## src/rtl/minigpu_pkg.sv

```systemverilog
// Shared minigpu definitions: control-unit state encodings, fetcher state
// encodings and default datapath widths.
package minigpu_pkg;

  localparam int PC_ADDR_WIDTH_DEF  = 8;
  localparam int INST_MSG_WIDTH_DEF = 16;

  typedef enum logic [3:0] {
    CU_IDLE    = 4'd0,
    CU_FETCH   = 4'd1,
    CU_DECODE  = 4'd2,
    CU_REQUEST = 4'd3,
    CU_WAIT    = 4'd4,
    CU_EXECUTE = 4'd5,
    CU_UPDATE  = 4'd6,
    CU_DONE    = 4'd7
  } cu_state_e;

  typedef enum logic [1:0] {
    FS_IDLE     = 2'd0,
    FS_FETCHING = 2'd1,
    FS_FETCHED  = 2'd2
  } fetch_state_e;

endpackage

```

## src/rtl/fetcher_icache_entry.sv

```systemverilog
// Single-entry instruction cache: tag/data/valid register with hit compare.
// Only instantiated when FETCHER_ICACHE_EN is defined.
module fetcher_icache_entry
  import minigpu_pkg::*;
#(
  parameter int PC_ADDR_WIDTH  = PC_ADDR_WIDTH_DEF,
  parameter int INST_MSG_WIDTH = INST_MSG_WIDTH_DEF
) (
  input  logic                      clk,
  input  logic                      reset,
  input  logic                      wr_en,
  input  logic [PC_ADDR_WIDTH-1:0]  wr_tag,
  input  logic [INST_MSG_WIDTH-1:0] wr_data,
  input  logic [PC_ADDR_WIDTH-1:0]  lookup_tag,
  output logic                      hit,
  output logic [INST_MSG_WIDTH-1:0] hit_data
);

  logic [PC_ADDR_WIDTH-1:0]  tag_q, tag_d;
  logic [INST_MSG_WIDTH-1:0] data_q, data_d;
  logic                      valid_q, valid_d;

  always_comb begin
    tag_d   = tag_q;
    data_d  = data_q;
    valid_d = valid_q;
    if (wr_en) begin
      tag_d   = wr_tag;
      data_d  = wr_data;
      valid_d = 1'b1;
    end
  end

  always_ff @(posedge clk) begin
    if (reset) begin
      tag_q   <= '0;
      data_q  <= '0;
      valid_q <= 1'b0;
    end else begin
      tag_q   <= tag_d;
      data_q  <= data_d;
      valid_q <= valid_d;
    end
  end

  assign hit      = valid_q && (tag_q == lookup_tag);
  assign hit_data = data_q;

endmodule

```

## src/rtl/fetcher.sv

```systemverilog
// Instruction fetch stage: issues a program-memory read on FETCH and holds
// the word on instr for decode. Optional one-entry cache via FETCHER_ICACHE_EN.
module fetcher
  import minigpu_pkg::*;
#(
  parameter int PC_ADDR_WIDTH  = PC_ADDR_WIDTH_DEF,
  parameter int INST_MSG_WIDTH = INST_MSG_WIDTH_DEF
) (
  input  logic                      clk,
  input  logic                      reset,
  input  logic [3:0]                cu_state,
  input  logic [PC_ADDR_WIDTH-1:0]  pc,
  output logic                      mem_read_valid,
  output logic [PC_ADDR_WIDTH-1:0]  mem_read_address,
  input  logic                      mem_read_ready,
  input  logic [INST_MSG_WIDTH-1:0] mem_read_data,
  output logic [1:0]                fetcher_state,
  output logic [INST_MSG_WIDTH-1:0] instr
);

  fetch_state_e              state_q, state_d;
  logic                      valid_q, valid_d;
  logic [PC_ADDR_WIDTH-1:0]  addr_q, addr_d;
  logic [INST_MSG_WIDTH-1:0] instr_q, instr_d;

  logic                      is_fetch, is_decode, fill;
  logic                      hit;
  logic [INST_MSG_WIDTH-1:0] hit_data;

  assign is_fetch  = (cu_state == CU_FETCH);
  assign is_decode = (cu_state == CU_DECODE);
  assign fill      = (state_q == FS_FETCHING) && mem_read_ready;

`ifdef FETCHER_ICACHE_EN
  // Fill uses the latched request address, not the live pc.
  fetcher_icache_entry #(
    .PC_ADDR_WIDTH (PC_ADDR_WIDTH),
    .INST_MSG_WIDTH(INST_MSG_WIDTH)
  ) u_icache (
    .clk       (clk),
    .reset     (reset),
    .wr_en     (fill),
    .wr_tag    (addr_q),
    .wr_data   (mem_read_data),
    .lookup_tag(pc),
    .hit       (hit),
    .hit_data  (hit_data)
  );
`else
  assign hit      = 1'b0;
  assign hit_data = '0;
`endif

  always_ff @(posedge clk) begin
    if (reset) begin
      state_q <= FS_IDLE;
      valid_q <= 1'b0;
      addr_q  <= '0;
      instr_q <= '0;
    end else begin
      state_q <= state_d;
      valid_q <= valid_d;
      addr_q  <= addr_d;
      instr_q <= instr_d;
    end
  end

  always_comb begin
    state_d = state_q;
    case (state_q)
      FS_IDLE:     if (is_fetch) state_d = hit ? FS_FETCHED : FS_FETCHING;
      FS_FETCHING: if (mem_read_ready) state_d = FS_FETCHED;
      FS_FETCHED:  if (is_decode) state_d = FS_IDLE;
      default:     state_d = FS_IDLE;
    endcase
  end

  always_comb begin
    valid_d = valid_q;
    addr_d  = addr_q;
    instr_d = instr_q;
    case (state_q)
      FS_IDLE: begin
        if (is_fetch) begin
          if (hit) begin
            instr_d = hit_data;
          end else begin
            valid_d = 1'b1;
            addr_d  = pc;
          end
        end
      end
      FS_FETCHING: begin
        if (mem_read_ready) begin
          instr_d = mem_read_data;
          valid_d = 1'b0;
        end
      end
      FS_FETCHED: ;
      default: valid_d = 1'b0;
    endcase
  end

  assign mem_read_valid   = valid_q;
  assign mem_read_address = addr_q;
  assign fetcher_state    = state_q;
  assign instr            = instr_q;

endmodule

```

## config.mk

```make
export PLATFORM = sky130hd
export DESIGN_NAME = fetcher
export DESIGN_NICKNAME = d
export VERILOG_FILES = /design/src/rtl/minigpu_pkg.sv /design/src/rtl/fetcher_icache_entry.sv /design/src/rtl/fetcher.sv
export SDC_FILE = /design/constraint.sdc
export NUM_CORES = 1
export LEC_CHECK = 0
export ABC_AREA = 1
export CAP_MARGIN = 0
export CORE_MARGIN = 4
export CORE_UTILIZATION = 42
export CTS_BUF_LIST = sky130_fd_sc_hd__clkbuf_8
export DETAILED_ROUTE_END_ITERATION = 7
export PLACE_DENSITY = 0.86
export SYNTH_ARGS = -nofsm -noshare
export SYNTH_HDL_FRONTEND = slang
export SYNTH_SLANG_ARGS = --single-unit
```

## constraint.sdc

```tcl
create_clock -name clk -period 2.31 [get_ports clk]
set_input_delay 0.231 -clock clk [delete_from_list [all_inputs] [get_ports clk]]
set_output_delay 0.231 -clock clk [all_outputs]
set_load 0.02 [all_outputs]
```

Word level (Yosys, flattened, before mapping)
Cells that the tools add are included.
- word-level logic and storage cells: 24
- register bits after elaboration: 27
- input bits: 31
- output and inout bits: 27
- reductions and logical operators: 5
- bitwise operators: 1
- multiplexer cells: 7
- eq/ne operators: 7
- operator list (cell ; count):
    2-bit 2-to-1 mux ; 3
    2-bit != test (second input constant) ; 3
    2-bit one-hot mux with 3 select lines ; 1
    3-bit AND reduction ; 2
    4-bit by 1-bit == test with 1-bit output (second input constant) ; 1
    4-bit by 2-bit == test with 1-bit output (second input constant) ; 1
    2-bit AND reduction ; 2
    1-bit one-hot mux with 3 select lines ; 1
    2-bit by 1-bit == test with 1-bit output (second input constant) ; 1
    2-bit == test (second input constant) ; 1
    2-bit logical NOT ; 1
    1-bit 2-to-1 mux ; 2
    1-bit inverter ; 1

Depth between registers and ports, before layout
Gate-level depths: netlist of run 1.
- word-level depth: 3
- mapped depth: 7
- mapped depth without buffers: 6

Worst setup path after synthesis of run 1
Ideal clock, no wire load.
- path type: register -> register
- from: register state_q[0] (netlist: fetcher_state[0])
- to: register instr_q[0] (netlist: instr[0])
- data arrival time: 1.072 ns
- required time: 2.197 ns
- buffers on the path: 1
- library setup time: 0.113 ns
- period minus slack after synthesis: 1.185 ns
- setup slack: 1.125 ns
- stages on the path, launching flop included: 7
- cell sequence: dfxtp_1 nand2_2 nor2_8 inv_6 buf_8 nor2_1 nor2_1
- word-level cells in the longest chain between the ends: 2
- RTL lines (item ; RTL line ; source):
    start, declared ; fetcher.sv:21 ; fetch_state_e state_q, state_d;
    start signal, assigned ; fetcher.sv:61 ; state_q <= state_d;
    2-bit by 1-bit == test with 1-bit output ; fetcher.sv:82 ; case (state_q)
    2-bit AND reduction (no source line) ; - ;
    end signal, assigned ; fetcher.sv:64 ; instr_q <= instr_d;
    end, declared ; fetcher.sv:24 ; logic [INST_MSG_WIDTH-1:0] instr_q, instr_d;
Every way passes these cells.
A chain may end at the register's enable or synchronous reset.

Final worst setup path of run 1
- from: register state_q[0] (netlist: fetcher_state[0])
- to: output port fetcher_state[0]
- RTL lines (item ; RTL line ; source):
    end, declared ; fetcher.sv:17 ; output logic [1:0] fetcher_state,
No word-level cell between the ends.

==> results of run 1 <==
==> routing by layer <==
metal  global-route usage, %  share of wire, %  vias up
li1                        -                 -      538
met1                    19.9                43      455
met2                    28.4                44       53
met3                    6.68                13        2
met4                    4.97              0.50        0
met5                       0                 0        -
==> placed cells by master, fill, tap and decap left out, drive strengths merged <==
cell,Yosys,final
a21oi,3,3
clkbuf,0,3
clkdlybuf4s50,0,57
clkinv,0,1
dfxtp,27,27
inv,14,14
nand2,20,20
nand3,2,2
nor2,53,53
o21ai,17,17
==> state kept, by name, summed over array words and instances (netlist names) <==
| register | count |
|---|---|
| mem_read_valid | 1 |
| instr | 16 |
| fetcher_state | 2 |
| mem_read_address | 8 |
==> report_power, final <==
| group | internal, µW | total (µW) | leakage, µW | switching [µW] |
|---|---|---|---|---|
| Clock | 121 | 262 | 0.0000255 | 142 |
| Combinational | 72.2 | 124 | 0.000499 | 51.3 |
| Sequential | 476 | 483 | 0.000219 | 6.80 |
==> cell families after synthesis <==
kind of cell,Yosys count
AO/OA/AOI/OAI,20
buffers and inverters,19
flip-flops,27
AND/OR/NAND/NOR,75
==> cell type report <==
| type | count | area, µm² | share of cell area [%] |
|---|---|---|---|
| sequential | 27 | 541 | 32.5 |
| clock inverter | 1 | 5.00 | 0.301 |
| clock buffer | 3 | 41.3 | 2.48 |
| tap | 28 | 35.0 | 2.11 |
| multi-input combinational | 95 | 414 | 24.9 |
| inverter | 14 | 57.6 | 3.46 |
| timing repair buffer | 57 | 571 | 34.3 |
==> stage by stage <==
stage | cell area [µm²] | hold slack (ns) | total power [µW] | cells | worst slack, ns
after floorplan | 1060 | 0.293 | 539 | 141 | 1.12
after global placement | 1620 | 0.449 | 614 | 221 | 0.793
final | 1660 | 0.478 | 869 | 225 | 0.741
after detailed placement | 1620 | 0.462 | 617 | 221 | 0.726
after CTS | 1660 | 0.476 | 874 | 225 | 0.728
after global routing | 1660 | 0.522 | 900 | 225 | 0.683
==> worst paths after layout <==
kind	slack (ns)	to	start	depth (start not counted)
setup / recovery	0.74	fetcher_state[0]	fetcher_state[0]	1
hold / removal	0.48	mem_read_valid	mem_read_valid	2
setup reg to reg	1.09	instr[2]	fetcher_state[0]	5
hold reg to reg	0.48	mem_read_valid	mem_read_valid	2
==> run metrics, run 1 <==
Setup TNS Final 0 ns; CTS tree built; crit path time final 1.57 ns; via count 1048; row count 17; clock buffer depth 2; Final setup viols 0; post-synthesis average cell area 7.52 µm²; VDD IR-drop max 0.000389 V; main combinational cell family by area after synthesis simple AND/OR/NAND/NOR gates; clk_skew 0.000939 ns; Synth warnings 0; area grow syn2layout 57.0%; crit path launch type flop; nets 229; port buffer count 57; DRC 0; core area 2300 µm²; first-pass GRT wire length 4560 µm; Post CTS Setup Buffer Count 0; Die Ht 58.2 µm; Hold Buf Count CTS 0; GRT Total Usage 16.9%; Critical-path top delay cell clkdlybuf4s50_1; asr flop ratio synth 0%; H-Tree Depth 1; Post-synth EDFFs 0; gpl congestion 0.732; WL per Instance 12.4 µm; remaining antenna violation count 0; die extent in x 58.2 µm; CP Class reg2out; DRT iter0 DRCs 22; Synth area leaders dfxtp_1 (51%), nor2_1 (18%), nand2_1 (6.7%), o21ai_1 (4.7%), inv_1 (4.6%); Worst Hold Class reg2reg; # Max-Cap Violations 0; Final Hold Viols 0; largest net degree at the start of global routing 25; DIE AREA 3390 µm²; clock transition at the registers of the reported paths 0.09 ns; post-synth top area share 51.0%; synthesized instance count 141; Required @ worst endpoint 2.08 ns; Root Driver clkbuf_8; distinct cell type count after synthesis 17; Clock Latency Late Sink 0.27 ns; relative slew slack 59.3%; post-synthesis net count 172; Starting Density 46.1%; Commonest cells post-synth nor2_1 (51), dfxtp_1 (27), nand2_1 (19), inv_1 (13), o21ai_1 (10); multiplexer share of the synthesized area 0%; dominant cell type by area after synthesis dfxtp_1; drt total wl 2780 µm; antenna violations before repair 0; Arrival @ worst endpoint 1.34 ns; Via density 4.66; post-synth design cell area 1060 µm²; Antenna Cells 0; drt pass-1 iters 4; Fillers 196; Buf+Inv Stages, Crit Path 1; final max-slew violation count 0; top-count cell post-synth nor2_1; Worst Path Max Fanout 5; crit-path cells clkdlybuf4s50_1; CP peak stage delay 0.65 ns; HPWL Detailed 2070 µm; Top FF cell, synth dfxtp_1; cts repair resizes 0; CP endpoint kind output pin; post-synthesis xor/xnor area fraction 0%; share of post-route cells with drive strength above 1 5.08%; crit-path leading delay family buffers and inverters; period utilization 67.9%; CTS buffer count 3; Core Util, Final 72.4%; fmax 637 MHz; sequential share of the synthesized area 51.0%; total power per unit cell area 522 nW/µm²; Overflow after GRT 0; vias in the first global route 1064; num ports 58; Synth Area in Compound Gates 9.80%; status finished, final reports clean; Pleak 0.000743 µW; TritonCTS Sinks 27; Post-Synth Simple-Gate Area 29.3%; Worst Tran Pin Value 0.610 ns; adder-cell share of the synthesized area 0%; RSZ-0062 raised after global routing false; Seq cells post-synth 27
No activity file was read; power rests on OpenSTA's default activity.
==> inputs of run 2 (changes only) <==
--- a/config.mk
+++ b/config.mk
@@ -8,10 +8,10 @@
 export ABC_AREA = 1
 export CAP_MARGIN = 0
 export CORE_MARGIN = 4
-export CORE_UTILIZATION = 42
+export CORE_UTILIZATION = 35
 export CTS_BUF_LIST = sky130_fd_sc_hd__clkbuf_8
 export DETAILED_ROUTE_END_ITERATION = 7
-export PLACE_DENSITY = 0.86
+export PLACE_DENSITY = 0.76
 export SYNTH_ARGS = -nofsm -noshare
 export SYNTH_HDL_FRONTEND = slang
 export SYNTH_SLANG_ARGS = --single-unit
==> constraint.sdc (replaced) <==
create_clock -name clk -period 1.3 [get_ports clk]
set_input_delay 0.13 -clock clk [delete_from_list [all_inputs] [get_ports clk]]
set_output_delay 0.13 -clock clk [all_outputs]
set_load 0.02 [all_outputs]
==> run 2 against run 1 <==
  * Register-to-register slack got worse by 0.94 ns
  * Wire length down 5.7%
  * Non-clock buffer count rose by 5
  * First-iteration DRC count rose by 41%
  * Critical path depth stayed put
  * Sequential power is 77% higher
  * Highest routed layer unchanged
  * Via count about the same
  * Sequential share of layout area shrank 0.39 points
  * Critical endpoint unchanged
==> run metrics, run 2 (synthesis gave the netlist of run 1 again) <==
drt pass-1 iters 4 (unchanged); H-Tree Depth 1 (unchanged); Hold Buf Count CTS 0 (unchanged); Fillers 278 (was 196); drt total wl 2620 µm (was 2780 µm); status finished, final reports clean (unchanged); clock buffer depth 2 (unchanged); WL per Instance 11.3 µm (was 12.4 µm); period utilization 90.7%; final max-slew violation count 0 (unchanged); gpl congestion 0.757 (was 0.732); Die Ht 63.0 µm (was 58.2 µm); cts repair resizes 27 (was 0); Worst Tran Pin Value 0.626 ns (was 0.610 ns); total power per unit cell area 910 nW/µm² (was 522 nW/µm²); first-pass GRT wire length 4530 µm (was 4560 µm); share of post-route cells with drive strength above 1 7.43% (was 5.08%); TritonCTS Sinks 27 (unchanged); DRC 0 (unchanged); Critical-path top delay cell dfxtp_1 (was clkdlybuf4s50_1); Core Util, Final 59.5% (was 72.4%); # Max-Cap Violations 0 (unchanged); GRT Total Usage 13.7% (was 16.9%); RSZ-0062 raised after global routing false (unchanged); most frequent cells in the layout nor2_1 (51), clkdlybuf4s50_1 (30), dfxtp_1 (27), dlygate4sd2_1 (27), nand2_1 (19) (was clkdlybuf4s50_1 (57), nor2_1 (51), dfxtp_1 (27)); Starting Density 37.5% (was 46.1%); Post CTS Setup Buffer Count 0 (unchanged); Arrival @ worst endpoint 1.05 ns (was 1.34 ns); Antenna Cells 0 (unchanged); Clock Latency Late Sink 0.26 ns (was 0.27 ns); crit path setup slack, layout 0.121 ns (was 0.741 ns); relative slew slack 58.3% (was 59.3%); Pleak 0.000899 µW (was 0.000743 µW); Root Driver clkbuf_8 (unchanged); Via density 4.50 (was 4.66); row count 19 (was 17); Worst Path Max Fanout 5 (unchanged); Final setup viols 0 (unchanged); max reg flops 16 (unchanged); num ports 58 (unchanged); antenna violations before repair 0 (unchanged); Required @ worst endpoint 1.17 ns (was 2.08 ns); vias in the first global route 1035 (was 1064); via count 1049 (was 1048); Buf+Inv Stages, Crit Path 1 (unchanged); port buffer count 57 (unchanged); DRT iter0 DRCs 31 (was 22); DIE AREA 3970 µm² (was 3390 µm²); crit path time final 1.18 ns; die extent in x 63.0 µm (was 58.2 µm); Worst Hold Class in2reg (was reg2reg); crit path launch type flop (unchanged); Setup TNS Final 0 ns (unchanged); area grow syn2layout 58.9% (was 57.0%); CTS tree built (unchanged); Overflow after GRT 0 (unchanged); nets 234 (was 229); crit-path cells dlygate4sd2_1 (was clkdlybuf4s50_1); dpl ws -0.105 ns (was 0.726 ns); crit-path leading delay family flip-flops (was buffers and inverters); CTS buffer count 3 (unchanged); HPWL Detailed 2000 µm (was 2070 µm); CP Class reg2out (unchanged); clock transition at the registers of the reported paths 0.09 ns (about the same); CP peak stage delay 0.42 ns (was 0.65 ns); VDD IR-drop max 0.000545 V (was 0.000389 V); most common cell after layout, fill and taps aside nor2_1 (was clkdlybuf4s50_1); clk_skew 0.00169 ns (was 0.000939 ns); largest net degree at the start of global routing 25 (unchanged); core area 2830 µm² (was 2300 µm²); fmax 848 MHz; remaining antenna violation count 0 (unchanged); Final Hold Viols 0 (unchanged); CP endpoint kind output pin (unchanged)
run 2: report_power, final:
group	leakage [µW]	internal, µW	total (µW)	switching (µW)
registers	0.000219	847	857	10.1
logic	0.000655	122	213	91.2
clock network	0.0000255	214	463	249
total	0.000899	1180	1530	350
run 2: area by class of cell:
type                    count  area, µm²  area share, %
multi-input cells          95        414           24.6
flip-flops and latches     27        541           32.1
inverters                  14       57.6           3.42
well taps                  31       38.8           2.30
clock inverters             1       5.00          0.297
clock buffers               3       41.3           2.45
repair buffers             62        587           34.8
run 2: stage by stage:
stage | hold WS (ns) | area (µm²) | power [µW] | cells
2_1_floorplan | 0.192 | 1060 | 958 | 141
3_3_place_gp | 0.454 | 1670 | 1100 | 229
3_5_place_dp | 0.454 | 1670 | 1100 | 229
4_1_cts | 0.435 | 1680 | 1550 | 233
5_1_grt | 0.452 | 1680 | 1610 | 233
6_report | 0.441 | 1680 | 1530 | 233
run 2: final timing paths:
path	cells past startpoint	slack (ns)	startpoint	end
setup / recovery	1	0.12	fetcher_state[0]	fetcher_state[0]
setup reg to reg	5	0.15	fetcher_state[0]	instr[7]
hold / removal	3	0.44	mem_read_data[0]	instr[0]
hold reg to reg	2	0.47	mem_read_valid	mem_read_valid
run 2: per-layer routing:
layer	up-vias	GRT usage [%]	part of all wire, %
met1	451	15.8	46
met3	2	5.04	8.8
met5	-	0	0
met4	0	4.13	0.46
li1	550	-	-
met2	46	23.5	45
